--- src/rtl/dpram_tdp.sv ---
// True dual-port RAM, byte enables, registered reads with valid strobes, read-first collisions
// and a post-reset clear sweep. Define OUTPUT_REG_EN for a second output register (read latency 2).
module dpram_tdp #(
  parameter  int Data_Width = 8,
  parameter  int RAM_Depth  = 16,
  localparam int BE_Width   = Data_Width / 8,
  localparam int AW         = (RAM_Depth > 1) ? $clog2(RAM_Depth) : 1
) (
  input  logic                  clk,
  input  logic                  rst_n,
  input  logic                  cs_a,
  input  logic                  cs_b,
  input  logic                  wr_en_a,
  input  logic                  wr_en_b,
  input  logic                  oe_a,
  input  logic                  oe_b,
  input  logic [BE_Width-1:0]   be_a,
  input  logic [BE_Width-1:0]   be_b,
  input  logic [AW-1:0]         addr_a,
  input  logic [AW-1:0]         addr_b,
  input  logic [Data_Width-1:0] data_in_a,
  input  logic [Data_Width-1:0] data_in_b,
  output logic [Data_Width-1:0] data_out_a,
  output logic [Data_Width-1:0] data_out_b,
  output logic                  valid_a,
  output logic                  valid_b,
  output logic                  collision,
  output logic                  init_done
);

  // state | meaning
  // CLEAR | sweeping one word per cycle to zero, port requests ignored
  // READY | normal dual-port operation, terminal until reset
  typedef enum logic {CLEAR, READY} state_e;

  localparam logic [AW:0]   DEPTH_C = (AW+1)'(RAM_Depth);
  localparam logic [AW-1:0] LAST_C  = AW'(RAM_Depth - 1);

  logic [Data_Width-1:0] mem_q [RAM_Depth];

  state_e                state_q, state_d;
  logic [AW-1:0]         ptr_q, ptr_d;
  logic                  ready, in_a, in_b, wr_a, wr_b, rd_a, rd_b;
  logic [Data_Width-1:0] rdata_a, rdata_b;
  logic [Data_Width-1:0] d1_a_q, d1_a_d, d1_b_q, d1_b_d;
  logic                  v1_a_q, v1_b_q;
  logic                  coll_q, coll_d;

  always_comb begin
    state_d = state_q;
    ptr_d   = ptr_q;
    case (state_q)
      CLEAR: begin
        ptr_d = ptr_q + AW'(1);
        if (ptr_q == LAST_C) begin
          state_d = READY;
          ptr_d   = '0;
        end
      end
      default: state_d = READY;
    endcase
  end

  always_ff @(posedge clk or negedge rst_n) begin
    if (!rst_n) begin
      state_q <= CLEAR;
      ptr_q   <= '0;
    end else begin
      state_q <= state_d;
      ptr_q   <= ptr_d;
    end
  end

  always_comb begin
    ready   = (state_q == READY);
    in_a    = ({1'b0, addr_a} < DEPTH_C);
    in_b    = ({1'b0, addr_b} < DEPTH_C);
    wr_a    = ready & cs_a & wr_en_a & in_a;
    wr_b    = ready & cs_b & wr_en_b & in_b;
    rd_a    = ready & cs_a & oe_a & ~wr_en_a;
    rd_b    = ready & cs_b & oe_b & ~wr_en_b;
    rdata_a = in_a ? mem_q[addr_a] : '0;
    rdata_b = in_b ? mem_q[addr_b] : '0;
    d1_a_d  = rd_a ? rdata_a : d1_a_q;
    d1_b_d  = rd_b ? rdata_b : d1_b_q;
    coll_d  = ready & cs_a & cs_b & (wr_en_a | oe_a) & (wr_en_b | oe_b)
            & (addr_a == addr_b) & (wr_en_a | wr_en_b);
  end

  // Port B bytes are written first so a port A byte on the same address overrides them.
  always_ff @(posedge clk) begin
    if (!ready) begin
      mem_q[ptr_q] <= '0;
    end else begin
      for (int i = 0; i < BE_Width; i++) begin
        if (wr_b && be_b[i]) mem_q[addr_b][8*i +: 8] <= data_in_b[8*i +: 8];
      end
      for (int i = 0; i < BE_Width; i++) begin
        if (wr_a && be_a[i]) mem_q[addr_a][8*i +: 8] <= data_in_a[8*i +: 8];
      end
    end
  end

  always_ff @(posedge clk or negedge rst_n) begin
    if (!rst_n) begin
      d1_a_q <= '0;
      d1_b_q <= '0;
      v1_a_q <= 1'b0;
      v1_b_q <= 1'b0;
      coll_q <= 1'b0;
    end else begin
      d1_a_q <= d1_a_d;
      d1_b_q <= d1_b_d;
      v1_a_q <= rd_a;
      v1_b_q <= rd_b;
      coll_q <= coll_d;
    end
  end

`ifdef OUTPUT_REG_EN
  logic [Data_Width-1:0] d2_a_q, d2_a_d, d2_b_q, d2_b_d;
  logic                  v2_a_q, v2_b_q;

  always_comb begin
    d2_a_d = v1_a_q ? d1_a_q : d2_a_q;
    d2_b_d = v1_b_q ? d1_b_q : d2_b_q;
  end

  always_ff @(posedge clk or negedge rst_n) begin
    if (!rst_n) begin
      d2_a_q <= '0;
      d2_b_q <= '0;
      v2_a_q <= 1'b0;
      v2_b_q <= 1'b0;
    end else begin
      d2_a_q <= d2_a_d;
      d2_b_q <= d2_b_d;
      v2_a_q <= v1_a_q;
      v2_b_q <= v1_b_q;
    end
  end

  assign data_out_a = d2_a_q;
  assign data_out_b = d2_b_q;
  assign valid_a    = v2_a_q;
  assign valid_b    = v2_b_q;
`else
  assign data_out_a = d1_a_q;
  assign data_out_b = d1_b_q;
  assign valid_a    = v1_a_q;
  assign valid_b    = v1_b_q;
`endif

  assign collision = coll_q;
  assign init_done = ready;

endmodule

--- config.mk ---
export PLATFORM = sky130hd
export DESIGN_NAME = dpram_tdp
export DESIGN_NICKNAME = d
export VERILOG_FILES = /design/src/rtl/dpram_tdp.sv
export SDC_FILE = /design/constraint.sdc
export NUM_CORES = 1
export LEC_CHECK = 0
export ABC_CLOCK_PERIOD_IN_PS = 2400
export CAP_MARGIN = 25
export CORE_UTILIZATION = 40
export DETAILED_ROUTE_END_ITERATION = 8
export GPL_TIMING_DRIVEN = 0
export PLACE_DENSITY = 0.59
export SLEW_MARGIN = 5
export SYNTH_ARGS = -nofsm -noshare
export SYNTH_HDL_FRONTEND = slang
export SYNTH_SLANG_ARGS = --single-unit
--- constraint.sdc ---
create_clock -name clk -period 2.4 [get_ports clk]
set_clock_uncertainty 0.15 [all_clocks]
set_input_delay 0.48 -clock clk [delete_from_list [all_inputs] [get_ports clk]]
set_output_delay 0.48 -clock clk [all_outputs]
set_load 0.01 [all_outputs]
==> impl_metrics.csv, run 1 <==
group,metric,value,unit
global_routing,grt_start_max_net_pins,19,
worst_setup_path,worstPathArrival,2380,ps
timing,hold_violations,0,
timing,setup_viol,0,
yosys,ys_seq_area_frac,0.505,
flow_run,drv_cap,0,
timing,finalCriticalPeriod,2380,ps
clocking,htreeDepth,4,
clocking,cts_buffers,17,
timing,max_freq,420,MHz
placement,place_congestion,0.884,
placement,hpwlAfterDp,20300,um
min_path,hold_path_depth,3,
clocking,cts_tree,"yes",
power,p_leak,3.99,nW
yosys,netlist_instances,772,
clocking,cts.sinks,152,
yosys,ys_warn_count,0,
placement,dp_worst_setup_slack,-1260,ps
yosys,syn_avg_cell_area,11.4,um^2
final_layout,diodes,0,
timing,period_share,0.992,
die,initial_core_util,0.413,
route,via_per_inst,6.09,
final_layout,fin_cells,1151,
yosys,synth_top_area_frac,0.437,
final_layout,layout-drive-gt1-share,0.236,
worst_setup_path,r2r_slack,140,ps
timing,maxSlewViolCount,0,
outcome,outcome,"finished, final reports clean",
power,max-vdd-ir-drop,0.489,mV
yosys,netlist-cell-type-count,46,
route,routed_wl,29600,um
final_layout,area_growth,22.4,%
timing,tightest_slew,976,ps
worst_setup_path,path_class,"in -> reg",
die,core_area,21300,um^2
worst_setup_path,timing.rr.start,"init_done",
min_path,min_from,"data_in_a[5]",
global_routing,track_usage,0.276,
final_layout,fin_nets,898,
timing,setup_ws,19.7,ps
yosys,synth_edf_count,128,
worst_setup_path,start_kind,"input pin",
power,p_per_area,594,nW/um^2
worst_setup_path,reg2reg_depth,5,
timing,slew_headroom,0.347,
yosys,yosys.area.top_type,"edfxtp_1",
route,ant_nets,0,
clocking,clock_latency,440,ps
clocking,cts_hold_buf,0,
yosys,syn_nets,807,
yosys,ys_seq_elements,152,
clocking,cts.clk_slew.worst_paths,60,ps
die,rows,53,
yosys,synthFlopType,"edfxtp_1",
route,drc,0,
min_path,hp-class,"in -> reg",
global_routing,grt_pass1_vias,6978,
route,drt-initial-drc-count,863,
global_routing,grt_pass1_wl,43400,um
worst_setup_path,required,2400,ps
power,p_total,0.00640,W
worst_setup_path,r2r_end,"data_out_b[6]",
yosys,synth.area.top_cells,"edfxtp_1 44%, mux4_2 12%, o21ai_0 8.2%",
placement,placed_cells,1094,
die,pin_count,54,
placement,portBuffers,40,
clocking,clockBufferDepth,2,
clocking,cts_root_buf,"clkbuf_16",
die,die_h,150,um
min_path,min_to,"mem_q[0][5]",
route,vias,7010,
yosys,async_flop_share,0.158,
route,drtPass1Iterations,6,
worst_setup_path,crit_fanout,18,
route,wl_per_cell,25.7,um
yosys,syn_area,8800,um^2
worst_setup_path,endpoint_kind,"flop",
global_routing,gr-total-overflow,0,
global_routing,antenna_found_initial,0,
die,die_area,22600,um^2
die,die_x,150,um
==> layout make-up <==
| cell class | instances | area [um^2] |
|---|---|---|
| Clock buffer | 27 | 566 |
| Fill cell | 1840 | 10500 |
| Timing Repair Buffer | 73 | 698 |
| Tap cell | 275 | 344 |
| Sequential cell | 152 | 4440 |
| Clock inverter | 5 | 52.6 |
| Buffer | 70 | 408 |
| Inverter | 6 | 22.5 |
| Multi-Input combinational cell | 543 | 4230 |
==> registers in the layout, summed over array words and instances (netlist names) <==
signal and count:
mem_q 128, data_out_a 8, data_out_b 8, ptr_q 4
collision 1, init_done 1, valid_a 1, valid_b 1
==> metrics by stage <==
| step | hold slack [ps] | TNS, ps | cell area, um^2 | utilization |
|---|---|---|---|---|
| after floorplan | 34.4 | 0 | 8800 | - |
| after global placement | 362 | -236920 | 9540 | 0.448 |
| after detailed placement | 371 | -232750 | 9630 | 0.452 |
| after CTS | 238 | -147 | 10700 | 0.503 |
| after global routing | 256 | -2.27 | 10800 | 0.506 |
| final | 239 | 0 | 10800 | 0.506 |
==> report_power, final <==
part / switching (W) / internal, W / total [W]
Combinational: 0.000394 / 0.000279 / 0.000672
Sequential: 0.0000391 / 0.00290 / 0.00294
Clock: 0.00107 / 0.00172 / 0.00279
Total: 0.00151 / 0.00489 / 0.00640
==> cell usage after synthesis (all sizes together), types with 4 or more instances <==
| master | count |
|---|---|
| xor2 | 4 |
| clkbuf | 29 |
| dfrtp | 24 |
| o22ai | 16 |
| mux4 | 46 |
| nand2 | 159 |
| nor3 | 10 |
| o21bai | 16 |
| a21o | 8 |
| buf | 42 |
| nor2 | 31 |
| nor4 | 9 |
| inv | 6 |
| edfxtp | 128 |
| o21ai | 145 |
| mux2 | 8 |
| a31oi | 13 |
| mux2i | 36 |
| a22oi | 8 |
| nand2b | 7 |
==> how the worst max path moves through the flow <==
stage | to | slack [ps] | from
6_report | mem_q[12][2] | 20 | cs_b
5_1_grt | mem_q[11][3] | -2 | addr_a[2]
4_1_cts | mem_q[8][3] | -30 | cs_a
3_5_place_dp | mem_q[12][0] | -1260 | wr_en_a
3_3_place_gp | mem_q[9][0] | -1370 | cs_b
2_1_floorplan | mem_q[2][0] | 30 | addr_a[0]
==> critical path: stages <==
cell             delay [ps]
clkdlybuf4s50_1         520
and4_1                  240
buf_6                   280
a32oi_2                 300
o21bai_4                360
buf_6                   190
==> placed cells by master (no fill, tap or decap), drive strengths merged, types with 2 or more instances in the layout <==
master         Yosys  routed
mux4              46      46
buf               42      76
nand3b             2       2
a31oi             13      13
nand2            159     159
nand4              3       3
a22oi              8       8
o21ai            145     145
clkbuf            29      54
dfrtp             24      24
mux2i             36      36
a21oi              3       3
nor3              10      10
clkdlybuf4s50      0      39
edfxtp           128     128
mux2               8       8
clkinv             0       2
o22ai             16      16
nor2              31      31
xor2               4       4
nor4               9       9
nand3              3       3
a21o               8       8
nand2b             7       7
nor4b              2       2
nor3b              3       3
inv                6       8
o21bai            16      16
==> timing repair <==
action,in CTS,in global routing
setup endpoints to repair,252,93
pin swaps,18,2
gates resized for setup,60,14
setup buffers,21,5
==> cell families after synthesis <==
group / Yosys count / synth area share
AO/OA/AOI/OAI: 213 / 0.136
XOR/XNOR: 5 / 0.00498
adder cells (fa/ha/maj): 1 / 0.00142
buffers and inverters: 77 / 0.0438
flip-flops: 152 / 0.505
multiplexers: 90 / 0.169
AND/OR/NAND/NOR: 234 / 0.140
==> metal layers <==
layer | part of all wire | track usage | up-vias
li1 | - | - | 3074
met3 | 0.092 | 0.0461 | 85
met1 | 0.40 | 0.369 | 3425
met2 | 0.46 | 0.432 | 426
met4 | 0.044 | 0.140 | 0
met5 | 0 | 0 | -
Power figures use the tool's default switching activity.
==> inputs of run 2 (changes only) <==
- REMOVE_ABC_BUFFERS: default -> 1
==> run 2 against run 1 <==
Net effect: via count down 6.6%; die area unchanged; critical path type unchanged; non-clock buffer count is 49 lower; cell count down 4.3%; setup slack gained 33 ps; largest power group unchanged; register-to-register slack got worse by 60 ps.
==> impl_metrics.csv, run 2 (synthesized netlist as in run 1, its figures left out) <==
group,metric,value,unit
global_routing,grt_start_max_net_pins,56,
power,p_leak,3.77,nW
route,wl_per_cell,23.3,um
route,drtPass1Iterations,5,
flow_run,drv_cap,0,
final_layout,utilization,0.486,
die,pin_count,54,
die,core_area,21300,um^2
final_layout,fin_cells,1102,
final_layout,layout-drive-gt1-share,0.215,
global_routing,gr-total-overflow,0,
clocking,clock_latency,430,ps
worst_setup_path,worstPathArrival,2340,ps
timing,tightest_slew,785,ps
global_routing,met2_usage,0.401,
placement,placed_cells,1044,
power,p_per_area,587,nW/um^2
final_layout,regArea,4450,um^2
timing,finalCriticalPeriod,2350,ps
final_layout,fin_nets,849,
die,die_area,22600,um^2
global_routing,grt_util_met1,0.304,
route,ant_nets,0,
worst_setup_path,start_kind,"input pin",
global_routing,track_usage,0.242,
placement,dp_worst_setup_slack,-1980,ps
global_routing,busiest_layer,"met2",
placement,place_area,9440,um^2
worst_setup_path,r2r_slack,80,ps
clocking,cts_root_buf,"clkbuf_16",
timing,max_freq,426,MHz
route,vias,6544,
die,die_x,150,um
power,p_sw,0.00156,W
min_path,hp-class,"in -> async",
timing,setup_ws,52.9,ps
final_layout,diodes,0,
worst_setup_path,cpMaxStageDelayCell,"clkdlybuf4s50_1",
worst_setup_path,required,2390,ps
timing,setup_viol,0,
global_routing,grt_pass1_wl,38800,um
final_layout,multi_input_area,4090,um^2
outcome,outcome,"finished, final reports clean",
power,max-vdd-ir-drop,0.372,mV
global_routing,grt_use_met3,0.0473,
clocking,cts.clk_slew.worst_paths,70,ps
final_layout,layout_common_cells,"159 x nand2_1, 144 x o21ai_0, 128 x edfxtp_1",
route,routed_wl,25600,um
final_layout,regMostFlops,"mem_q",
clocking,cts_tree,"yes",
worst_setup_path,path_depth,5,
global_routing,antenna_found_initial,0,
die,initial_core_util,0.413,
worst_setup_path,slowest_delay,520,ps
final_layout,largest_reg_flops,128,
final_layout,area_growth,17.6,%
timing,maxSlewViolCount,0,
global_routing,grt_pass1_vias,6557,
power,p_clk_frac,0.414,
timing,rsz0062_at_grt,"no",
die,rows,53,
final_layout,final_common_cell,"nand2_1",
final_layout,fillers,1874,
worst_setup_path,r2r_end,"mem_q[14][7]",
power,p_int,0.00451,W
clocking,cts_buffers,17,
worst_setup_path,endpoint_kind,"flop",
worst_setup_path,crit_path_start,"cs_b",
final_layout,fin_area,10300,um^2
placement,portBuffers,53,
clocking,htreeDepth,4,
route,drc,0,
power,swShare,0.257,
route,drt-initial-drc-count,780,
placement,place_congestion,0.823,
worst_setup_path,critical_path.top_delay_family,"buffers and inverters",
power,seqPwrFrac,0.482,
worst_setup_path,crit_fanout,18,
clocking,clockBufferDepth,2,
worst_setup_path,path_buf_inv,2,
timing,slew_headroom,0.476,
worst_setup_path,reg2reg_depth,4,
placement,hpwlAfterDp,17000,um
power,combPwrFrac,0.104,
clocking,cts.sinks,152,
die,die_h,150,um
timing,finalSetupTns,0,ps
timing,period_share,0.978,
worst_setup_path,timing.rr.start,"init_done",
route,via_per_inst,5.94,
timing,hold_violations,0,
worst_setup_path,path_class,"in -> reg",
worst_setup_path,path_cells,"clkdlybuf4s50_1 -> and4_4 -> a32oi_1 -> o21bai_2 -> buf_4",
## run 2: cell types whose count changed in the layout (fill, tap and decap cells not counted), moves of 4 or more
| cell | delta |
|---|---|
| a31oi_2 | +4 |
| clkdlybuf4s50_1 | +7 |
| clkinvlp_4 | +4 |
| inv_6 | +5 |
| buf_2 | -14 |
| clkbuf_1 | -24 |
| buf_1 | -6 |
| clkbuf_8 | -6 |
| buf_4 | -4 |
| a31oi_4 | -4 |
| o21bai_2 | +8 |
| buf_6 | -9 |
| o21bai_4 | -10 |
## run 2: worst max-delay path by stage
stage,slack [ps],to
final,50,mem_q[14][7]
after detailed placement,-1980,mem_q[7][1]
after global routing,7,mem_q[14][7]
after floorplan,-220,mem_q[1][0]
after global placement,-3640,mem_q[7][1]
after CTS,20,mem_q[8][4]
## run 2: final cells by class
type,instances,share of cell area
clock buffer,17,0.0411
clock inverter,15,0.0115
inverter,6,0.00254
multi-input combinational,543,0.395
sequential,152,0.430
tap,275,0.0333
timing repair buffer,94,0.0863
## run 2: stage by stage
step | hold slack, ps | power [W]
after floorplan | 34.4 | 0.00322
after global placement | 332 | 0.00358
after detailed placement | 341 | 0.00359
after CTS | 240 | 0.00607
after global routing | 287 | 0.00624
final | 254 | 0.00607
## run 2: timing repair
item | CTS | global route
cloned | 0 | 0
buffers inserted | 22 | 4
gates resized for setup | 35 | 4
hold buffers | 0 | 0
pin swaps | 17 | 0
endpoints found under the setup margin | 271 | 68
## run 2: power by group through the flow
stage	Combinational, W	Clock, W	Sequential (W)
floorplan	0.000227	0	0.00299
global placement	0.000602	0	0.00298
detailed placement	0.000605	0	0.00298
CTS	0.000628	0.00252	0.00293
global route	0.000678	0.00264	0.00293
finish	0.000633	0.00251	0.00292
## run 2: metal layers
layer	wire length, um	vias up
li1	-	2978
met1	9860	3146
met2	12400	362
met3	2410	58
met5	0	-
met4	943	0
==> inputs of run 3 (changes only) <==
- ABC_CLOCK_PERIOD_IN_PS: 2400 -> 3000
- CORE_MARGIN: default -> 3
- clock period: 2.4 -> 3 ns (I/O delays scaled with it)
==> run 3 against run 2 <==
Net effect: sequential cell count stayed put; largest cell class unchanged; via count is 1.8% lower; register-to-register slack better by 110 ps.
==> impl_metrics.csv, run 3 (synthesized netlist as in run 1, its figures left out) <==
group,metric,value,unit
global_routing,grt_pass1_vias,6406,
global_routing,antenna_found_initial,0,
worst_setup_path,required,2980,ps
die,rows,53,
timing,whs,356,ps
power,max-vdd-ir-drop,0.279,mV
clocking,clockBufferDepth,2,
worst_setup_path,start_kind,"input pin",
power,p_total,0.00503,W
final_layout,area_growth,16.8,%
die,initial_core_util,0.413,
route,ant_nets,0,
worst_setup_path,worstPathArrival,2810,ps
clocking,cts_buffers,17,
final_layout,diodes,0,
placement,hpwlAfterDp,17200,um
final_layout,fin_area,10300,um^2
placement,place_area,9480,um^2
final_layout,final_common_cell,"nand2_1",
die,die_h,154,um
route,wl_per_cell,23.2,um
die,die_x,154,um
final_layout,fin_nets,845,
timing,maxSlewViolCount,0,
clocking,clock_latency,430,ps
timing,finalCriticalPeriod,2830,ps
timing,setup_viol,0,
die,pin_count,54,
worst_setup_path,reg2reg_depth,4,
global_routing,gr-total-overflow,0,
final_layout,layout-drive-gt1-share,0.188,
timing,rsz0062_at_grt,"no",
global_routing,grt_start_max_net_pins,56,
min_path,hold_path_depth,2,
timing,max_freq,354,MHz
final_layout,layout_common_cells,"159 x nand2_1, 144 x o21ai_0, 128 x edfxtp_1",
final_layout,regMostFlops,"mem_q",
worst_setup_path,crit_fanout,18,
clocking,cts.clk_slew.worst_paths,60,ps
route,drtPass1Iterations,5,
timing,hold_violations,0,
worst_setup_path,path_cells,"clkdlybuf4s50_1 -> and4_2 -> a31oi_1 -> o21bai_1 -> buf_4",
outcome,outcome,"finished, final reports clean",
global_routing,grt_pass1_wl,38800,um
placement,place_congestion,0.866,
route,vias,6429,
final_layout,fillers,1872,
timing,tightest_slew,870,ps
route,routed_wl,25400,um
route,drt-initial-drc-count,747,
die,core_area,21300,um^2
clocking,cts_tree,"yes",
timing,period_share,0.942,
worst_setup_path,slowest_delay,610,ps
clocking,htreeDepth,4,
clocking,cts_hold_buf,0,
worst_setup_path,path_class,"in -> reg",
min_path,hp-class,"reg -> reg",
flow_run,drv_cap,0,
route,drc,0,
placement,portBuffers,53,
power,p_per_area,490,nW/um^2
worst_setup_path,endpoint_kind,"flop",
clocking,cts_root_buf,"clkbuf_16",
final_layout,largest_reg_flops,128,
global_routing,track_usage,0.217,
clocking,cts.sinks,152,
die,die_area,23800,um^2
worst_setup_path,cpMaxStageDelayCell,"o21bai_1",
power,p_leak,3.75,nW
route,via_per_inst,5.86,
timing,slew_headroom,0.420,
run 3: cell types whose count changed in the layout (fill, tap and decap cells not counted), moves of 2 or more:
cell | before | now
a31oi_1 | 8 | 13
clkinv_4 | 3 | 5
buf_2 | 2 | 4
nor2_1 | 29 | 31
buf_6 | 4 | 2
buf_4 | 34 | 30
o21bai_2 | 10 | 6
o21bai_1 | 2 | 10
inv_6 | 5 | 1
a31oi_2 | 5 | 0
bufinv_16 | 0 | 3
nor2_2 | 2 | 0
o21bai_4 | 4 | 0
run 3: critical path: cells and delay by family:
family | cells | cell delay (ps)
compound gates | 2 | 880
buf+inv | 2 | 810
simple gates | 1 | 510
run 3: worst paths after layout:
kind	start	to	slack, ps
setup / recovery	wr_en_b	mem_q[15][7]	170
hold / removal	data_out_b[7]	data_out_b[7]	360
setup reg to reg	init_done	mem_q[15][7]	190
hold reg to reg	data_out_b[7]	data_out_b[7]	360
max in group asynchronous	rst_n	data_out_a[5]	1730
min in group asynchronous	rst_n	init_done	430
run 3: stage by stage:
stage | worst slack, ps | util | cells | setup TNS [ps]
2_1_floorplan | 383 | - | 701 | 0
3_3_place_gp | -3160 | 0.437 | 1029 | -672820
3_5_place_dp | -1580 | 0.445 | 1046 | -216950
4_1_cts | 47.8 | 0.480 | 1094 | 0
5_1_grt | 53.4 | 0.483 | 1098 | 0
6_report | 173 | 0.483 | 1098 | 0
run 3: report_power, final:
| part | internal (W) | switching [W] |
|---|---|---|
| registers | 0.00232 | 0.0000246 |
| logic | 0.000214 | 0.000282 |
| clock network | 0.00131 | 0.000882 |
run 3: layout make-up:
cell class,instances,area (um^2),share of cell area
clock buffers,17,425,0.0414
clock inverters,15,179,0.0174
inverters,6,22.5,0.00219
multi-input cells,543,3990,0.389
flip-flops and latches,152,4440,0.433
well taps,275,344,0.0335
repair buffers,90,865,0.0842
run 3: timing repair:
action                     4_1_cts  5_1_grt
resized for setup               10        1
pin swaps                       15        1
setup endpoints to repair      204       20
buffers inserted                16        4
run 3: metal layers:
| metal | wire (um) | GRT usage |
|---|---|---|
| met5 | 0 | 0 |
| met4 | 905 | 0.0946 |
| met3 | 1770 | 0.0327 |
| met2 | 12700 | 0.369 |
| met1 | 10100 | 0.278 |
